**config.mk**
```make
export PLATFORM = sky130hd
export DESIGN_NAME = dmem_access_ctrl_flat
export DESIGN_NICKNAME = d
export VERILOG_FILES = /design/src/rtl/dmem_access_ctrl_pkg.sv /design/src/rtl/dmem_access_ctrl_if.sv /design/src/rtl/dmem_access_ctrl_mem_timeout_ctr.sv /design/src/rtl/dmem_access_ctrl.sv /design/src/flat_wrapper.sv
export SDC_FILE = /design/constraint.sdc
export NUM_CORES = 1
export LEC_CHECK = 0
export ABC_AREA = 0
export BUFFER_PORTS_ARGS = -buffer_cell sky130_fd_sc_hd__buf_4
export CAP_MARGIN = 20
export CORE_AREA = 4 4 75 105
export CTS_BUF_LIST = sky130_fd_sc_hd__clkbuf_8 sky130_fd_sc_hd__clkbuf_16
export CTS_CLUSTER_SIZE = 14
export DETAILED_ROUTE_END_ITERATION = 16
export DIE_AREA = 0 0 79 109
export PLACE_DENSITY_LB_ADDON = 0.25
export SYNTH_ARGS = -nofsm -noshare
export SYNTH_HDL_FRONTEND = slang
export SYNTH_HIERARCHICAL = 1
export SYNTH_SLANG_ARGS = --single-unit
export TNS_END_PERCENT = 30
```
**constraint.sdc**
```tcl
create_clock -name clk -period 2.3 [get_ports clk]
set_input_delay 0.345 -clock clk [delete_from_list [all_inputs] [get_ports clk]]
set_output_delay 0.345 -clock clk [all_outputs]
set_load 0.02 [all_outputs]
```
**src/rtl/dmem_access_ctrl_pkg.sv**
```systemverilog
// Shared types/constants for the MEM-stage data-memory controller and the decoder.
// No logic; no latency.
// No flow control.
package dmem_access_ctrl_pkg;

    localparam int ADDR_W_DEF  = 16;
    localparam int DATA_W_DEF  = 16;
    localparam int TIMEOUT_DEF = 255;
    localparam int CTR_W       = 16;

    localparam logic [3:0] OP_LW = 4'h8;
    localparam logic [3:0] OP_SW = 4'h9;

    typedef enum logic [1:0] {
        ST_IDLE = 2'd0,
        ST_REQ  = 2'd1,
        ST_DONE = 2'd2
    } state_e;

    function automatic logic is_start(input logic valid, input logic rd, input logic wr);
        return valid & (rd | wr);
    endfunction

endpackage

```
**src/rtl/dmem_access_ctrl_if.sv**
```systemverilog
// Word-wide req/ack data-memory port between the MEM-stage controller and memory.
// Combinational bundle; no latency.
// mem_req is held with stable we/addr/wdata until mem_ack.
interface dmem_access_ctrl_if #(
    parameter int ADDR_W = 16,
    parameter int DATA_W = 16
);
    logic              mem_req;
    logic              mem_we;
    logic [ADDR_W-1:0] mem_addr;
    logic [DATA_W-1:0] mem_wdata;
    logic              mem_ack;
    logic [DATA_W-1:0] mem_rdata;

    modport master (
        output mem_req, mem_we, mem_addr, mem_wdata,
        input  mem_ack, mem_rdata
    );

    modport slave (
        input  mem_req, mem_we, mem_addr, mem_wdata,
        output mem_ack, mem_rdata
    );
endinterface

```
**src/rtl/dmem_access_ctrl_mem_timeout_ctr.sv**
```systemverilog
// Counts cycles a request has been outstanding; flags the last allowed cycle.
// expired is combinational from the count: high in the TIMEOUT_CYC-th enabled cycle.
// No flow control; clr has priority over en.
module mem_timeout_ctr #(
    parameter int TIMEOUT_CYC = 255,
    parameter int CTR_W       = 16
) (
    input  logic clk,
    input  logic rst,
    input  logic clr,
    input  logic en,
    output logic expired
);
    localparam logic [CTR_W-1:0] TERM = CTR_W'(TIMEOUT_CYC - 1);

    logic [CTR_W-1:0] cnt_q, cnt_d;

    always_comb begin
        cnt_d = cnt_q;
        if (clr) begin
            cnt_d = '0;
        end else if (en) begin
            cnt_d = cnt_q + CTR_W'(1);
        end
    end

    assign expired = en && (cnt_q == TERM);

    always_ff @(posedge clk) begin
        if (rst) begin
            cnt_q <= '0;
        end else begin
            cnt_q <= cnt_d;
        end
    end
endmodule

```
**src/rtl/dmem_access_ctrl.sv**
```systemverilog
// MEM-stage LW/SW responder: issues one req/ack memory transaction per load/store and stalls until done.
// Occupancy 3+ cycles: start (stall) -> REQ until ack/timeout (stall) -> DONE (pipeline advances).
// Stalls the pipeline for any memory wait; aborts with sticky error after TIMEOUT_CYC request cycles.
module dmem_access_ctrl
    import dmem_access_ctrl_pkg::*;
#(
    parameter int ADDR_W      = ADDR_W_DEF,
    parameter int DATA_W      = DATA_W_DEF,
    parameter int TIMEOUT_CYC = TIMEOUT_DEF
) (
    input  logic               clk,
    input  logic               rst,
    input  logic               valid_in,
    input  logic               memread,
    input  logic               memwrite,
    input  logic [ADDR_W-1:0]  addr,
    input  logic [DATA_W-1:0]  wdata,
    output logic               stall,
    output logic [DATA_W-1:0]  rdata,
    output logic               rdata_valid,
    output logic               mem_err,
    dmem_access_ctrl_if.master mem
);
    state_e            state_q, state_d;
    logic              we_q, we_d;
    logic [ADDR_W-1:0] addr_q, addr_d;
    logic [DATA_W-1:0] wdata_q, wdata_d;
    logic [DATA_W-1:0] rdata_q, rdata_d;
    logic              err_q, err_d;

    logic ctr_en, ctr_clr, ctr_expired;

    // Counter runs only while requesting and restarts for every transaction.
    assign ctr_en  = (state_q == ST_REQ);
    assign ctr_clr = !ctr_en || mem.mem_ack || ctr_expired;

    mem_timeout_ctr #(
        .TIMEOUT_CYC (TIMEOUT_CYC),
        .CTR_W       (CTR_W)
    ) u_timeout (
        .clk     (clk),
        .rst     (rst),
        .clr     (ctr_clr),
        .en      (ctr_en),
        .expired (ctr_expired)
    );

    always_comb begin
        state_d     = state_q;
        we_d        = we_q;
        addr_d      = addr_q;
        wdata_d     = wdata_q;
        rdata_d     = rdata_q;
        err_d       = err_q;
        stall       = 1'b0;
        rdata_valid = 1'b0;

        unique case (state_q)
            ST_IDLE: begin
                if (is_start(valid_in, memread, memwrite)) begin
                    stall   = 1'b1;
                    we_d    = memwrite;
                    addr_d  = addr;
                    wdata_d = wdata;
                    // Conflicting strobes resolve to a store but are flagged.
                    if (memread && memwrite) begin
                        err_d = 1'b1;
                    end
                    state_d = ST_REQ;
                end
            end
            ST_REQ: begin
                stall = 1'b1;
                if (mem.mem_ack) begin
                    if (!we_q) begin
                        rdata_d = mem.mem_rdata;
                    end
                    state_d = ST_DONE;
                end else if (ctr_expired) begin
                    err_d = 1'b1;
                    if (!we_q) begin
                        rdata_d = '0;
                    end
                    state_d = ST_DONE;
                end
            end
            ST_DONE: begin
                rdata_valid = !we_q;
                state_d     = ST_IDLE;
            end
            default: begin
                state_d = ST_IDLE;
            end
        endcase
    end

    always_ff @(posedge clk) begin
        if (rst) begin
            state_q <= ST_IDLE;
            we_q    <= 1'b0;
            addr_q  <= '0;
            wdata_q <= '0;
            rdata_q <= '0;
            err_q   <= 1'b0;
        end else begin
            state_q <= state_d;
            we_q    <= we_d;
            addr_q  <= addr_d;
            wdata_q <= wdata_d;
            rdata_q <= rdata_d;
            err_q   <= err_d;
        end
    end

    assign mem.mem_req   = (state_q == ST_REQ);
    assign mem.mem_we    = we_q;
    assign mem.mem_addr  = addr_q;
    assign mem.mem_wdata = wdata_q;
    assign rdata         = rdata_q;
    assign mem_err       = err_q;
endmodule

```
**src/flat_wrapper.sv**
```systemverilog
// flat-port wrapper written by rule: the top's interface ports become plain ports
module dmem_access_ctrl_flat import dmem_access_ctrl_pkg::*;
#(
    parameter int ADDR_W      = ADDR_W_DEF,
    parameter int DATA_W      = DATA_W_DEF,
    parameter int TIMEOUT_CYC = TIMEOUT_DEF
)
  (clk, rst, valid_in, memread, memwrite, addr, wdata, stall, rdata, rdata_valid, mem_err, mem_mem_req, mem_mem_we, mem_mem_addr, mem_mem_wdata, mem_mem_ack, mem_mem_rdata);
  dmem_access_ctrl_if #(.ADDR_W(ADDR_W), .DATA_W(DATA_W)) mem_i ();
  input  logic clk;
  input  logic rst;
  input  logic valid_in;
  input  logic memread;
  input  logic memwrite;
  input  logic [ADDR_W-1:0] addr;
  input  logic [DATA_W-1:0] wdata;
  output logic stall;
  output logic [DATA_W-1:0] rdata;
  output logic rdata_valid;
  output logic mem_err;
  output wire logic [$bits(mem_i.mem_req)-1:0] mem_mem_req;
  output wire logic [$bits(mem_i.mem_we)-1:0] mem_mem_we;
  output wire logic [$bits(mem_i.mem_addr)-1:0] mem_mem_addr;
  output wire logic [$bits(mem_i.mem_wdata)-1:0] mem_mem_wdata;
  input wire logic [$bits(mem_i.mem_ack)-1:0] mem_mem_ack;
  input wire logic [$bits(mem_i.mem_rdata)-1:0] mem_mem_rdata;
  assign mem_mem_req = mem_i.mem_req;
  assign mem_mem_we = mem_i.mem_we;
  assign mem_mem_addr = mem_i.mem_addr;
  assign mem_mem_wdata = mem_i.mem_wdata;
  assign mem_i.mem_ack = mem_mem_ack;
  assign mem_i.mem_rdata = mem_mem_rdata;
  dmem_access_ctrl #(.ADDR_W(ADDR_W), .DATA_W(DATA_W), .TIMEOUT_CYC(TIMEOUT_CYC)) u_core (.clk(clk), .rst(rst), .valid_in(valid_in), .memread(memread), .memwrite(memwrite), .addr(addr), .wdata(wdata), .stall(stall), .rdata(rdata), .rdata_valid(rdata_valid), .mem_err(mem_err), .mem(mem_i));
endmodule
```
==> results.yml <==
outcome:
  outcome: "completed"
grt:
  overflow: 0
  groute.usage.overall_pct: 16.76
  antenna_found_initial: 0
  grt_first_pass_wirelength_um: 11610
  grt_pass1_vias: 2655
  grt_start_max_net_pins: 87
yosys:
  yosysWarningCount: 6
  flip_flop_and_latch_count_after_synthesis: 68
  post_synth_edffs: 0
  yosys.area_share.simple_pct: 27.19
  synth_nets: 377
  synth_xor_area_share_pct: 2.879
  synth_area_per_cell_um2: 9.476
  synthMostInstantiatedCell: "dfxtp_1"
  mappedNetlistArea_um2: 3042
  synth_top_cell_area_share_pct: 44.76
  synth.yosys.seq_area_share_pct: 44.76
  synth-adder-area-share_pct: 0.8227
  main_combinational_cell_family_by_area_after_synthesis: "simple AND/OR/NAND/NOR gates"
  post_synth_inst_count: 321
  synth_largest_area_cell: "dfxtp_1"
  top_cells_by_count_synth: "dfxtp_1 (68), nand2b_1 (66), mux2i_1 (32)"
  ys_async_sr_fraction_pct: 0
  synth_mux_area_share_pct: 10.53
  post_synth_num_cell_types: 39
  share_of_the_synthesized_area_in_compound_gates_ao_oa_aoi_oai_pct: 9.338
  synth-main-ff-cell: "dfxtp_1"
  largest_cells_by_area_after_synthesis: "dfxtp_1 (45%), nand2b_1 (14%), mux2i_1 (11%)"
routing:
  drt_pre_antenna_iters: 4
  route.detailed.drc: 0
  detailedRoute.firstIterationViolations: 157
  avgViaCountPerCell: 4.983
  final_antenna_net_count: 0
  totalWireLength_um: 6833
  post_drt_wl_per_cell_um: 13.17
  number_of_vias_in_the_routed_layout: 2586
timing:
  timing.hold.ws_ns: 0.2692
  slew-limit-headroom_pct: 58.03
  totalNegativeSetupSlack_ns: 0
  final_min_period_over_clock_period_pct: 90.19
  max_clock_freq_mhz: 482.1
  transition_time_of_the_tightest_slew_check_pin_ns: 0.6289
  rsz0062_at_grt: "no"
  finalMaxSlewViolations: 0
  hold_viol_final: 0
  fin_crit_ns: 2.074
  setup_viol: 0
  worst_clock_skew_ns: 0.007771
power_and_ir_drop:
  max-vdd-ir-drop_v: 0.0005613
  power_frac_comb_pct: 14.7
  power_switching_share_pct: 24.70
  p_sw_w: 0.0006903
  power.sequential.fraction_pct: 45.2
  power.share.clock_pct: 40.1
  p_int_w: 0.002105
  leak_nw: 1.684
  powerDensity_nw_per_um2: 680.4
die:
  initial_core_utilization_pct: 43.85
  floorplan.rows: 36
  die_area_um2: 8611
  ioPinCount: 107
  die_w_um: 79
  core_um2: 6937
  die_height_um: 109
clock_network:
  htreeDepth: 3
  cts.reportedPaths.clkPinSlew_ns: 0.07
  cts_tree: "done"
  numCtsBuffers: 9
  hold_buffers: 0
  cts_resized: 0
  numClockSinks: 68
  ctsRootBufferMaster: "clkbuf_8"
  cts_buffer_depth: 2
  postCtsSetupRepairBufs: 0
  clock_latency_ns: 0.34
finish:
  finalInstanceArea_um2: 4108
  finalNetCount: 475
  final_layout_size_suffix_gt1_share_pct: 34.20
  area_growth_syn_to_layout_pct: 35.05
  antenna_cells: 0
  num-fill-cells: 669
placed_design:
  detailed_place_hpwl_um: 4900
  gp_routability_congestion: 0.7975
  dpl-instance-area_um2: 3872
  number_of_port_buffers: 106
worst_hold_path:
  hold_class: "in -> reg"
critical_path:
  worstSetupPathType: "reg -> reg"
  critical_path_required_ns: 2.59
  crit_path_end_kind: "flip-flop"
  cp_cell_sequence: "inv_1 -> ha_1 -> nor4b_1 -> nand4_1 -> nor3_2 -> nor2_4 -> nand2_2 -> or2_4 -> or4_1 -> nand2_1"
  biggest_cell_delay_along_the_critical_path_ns: 0.52
  critical-path-top-delay-family: "simple AND/OR/NAND/NOR gates"
  crit_path_start_kind: "flip-flop"
  critical-path-slowest-cell: "or4_1"
  worstPathMaxFanout: 16
  cp_num_buf_inv: 1
  cp.arrival_ns: 2.36
flow_run:
  cap_viol_max_count: 0
==> through the flow <==
stage	total power, W	cells	util [%]	setup slack, ns
after floorplan	0.001528	321	-	0.03088
after global placement	0.001698	503	55.83	0.2994
after detailed placement	0.001706	503	55.83	0.2290
after CTS	0.002843	519	59.22	0.2199
after global routing	0.002920	519	59.22	0.1092
final	0.002795	519	59.22	0.2256
==> cell usage in the layout, fill, tap and decap left out, drive strengths merged, types with 3 or more instances in the layout <==
cell,Yosys,final
a21oi,22,22
nor2,15,15
xor2,8,8
o21ai,20,20
dfxtp,68,68
or4,3,3
inv,3,3
mux2i,32,32
nand2b,66,66
clkbuf,11,11
nand3,21,21
nand2,10,10
nand4,5,5
or3,3,3
buf,11,109
and4,3,3
==> cells by family after synthesis <==
kind of cell,count (synthesis)
compound gates,47
flops,68
xor+xnor,10
buf+inv,25
mux,32
fa+ha+maj,2
simple gates,137
==> cell type report <==
| cell class | count | area (µm²) | share of cell area (%) |
|---|---|---|---|
| repair buffers | 109 | 818.3 | 19.92 |
| clock inverters | 5 | 83.83 | 2.041 |
| inverters | 3 | 11.26 | 0.2741 |
| flip-flops and latches | 68 | 1363 | 33.17 |
| multi-input cells | 228 | 1562 | 38.01 |
| clock buffers | 11 | 151.4 | 3.686 |
| well taps | 95 | 118.9 | 2.894 |
==> sequential cells by signal, summed over array words and instances (netlist names) <==
signal,flops
u_core/mem.mem_addr,16
u_core/mem.mem_wdata,16
u_core/rdata,16
u_core/u_timeout/cnt_q,16
u_core/state_q,2
u_core/mem.mem_we,1
u_core/mem_err,1
==> per-layer routing <==
metal  track usage, %  vias up  share of wire (%)
li1                 -     1295                  -
met1            18.63     1186                 41
met2            28.19       93                 49
met3            6.198       12                8.4
met4            7.985        0                1.5
met5                0        -                  0
==> power by group through the flow <==
| stage | clock, W | combinational, W | sequential (W) |
|---|---|---|---|
| 6_report | 0.00112 | 0.000411 | 0.00126 |
| 3_3_place_gp | 0 | 0.000411 | 0.00129 |
| 3_5_place_dp | 0 | 0.000417 | 0.00129 |
| 4_1_cts | 0.00116 | 0.000418 | 0.00126 |
| 2_1_floorplan | 0 | 0.000183 | 0.00134 |
| 5_1_grt | 0.00120 | 0.000446 | 0.00127 |
==> worst min-delay path, delay by kind of cell <==
family / cells / cell delay (ns)
buffers and inverters: 1 / 0.11
multiplexers: 1 / 0.06
AND/OR/NAND/NOR: 1 / 0.05
==> worst paths after layout <==
check,start,to,slack [ns],cells past startpoint
worst max-delay path,u_core/u_timeout/cnt_q[0],u_core/u_timeout/cnt_q[10],0.23,10
worst min-delay path,wdata[10],u_core/mem.mem_wdata[10],0.27,3
worst max register to register,u_core/u_timeout/cnt_q[0],u_core/u_timeout/cnt_q[10],0.23,10
worst min register to register,u_core/rdata[14],u_core/rdata[14],0.46,2
Note: power is estimated with default switching activity, not from simulation.
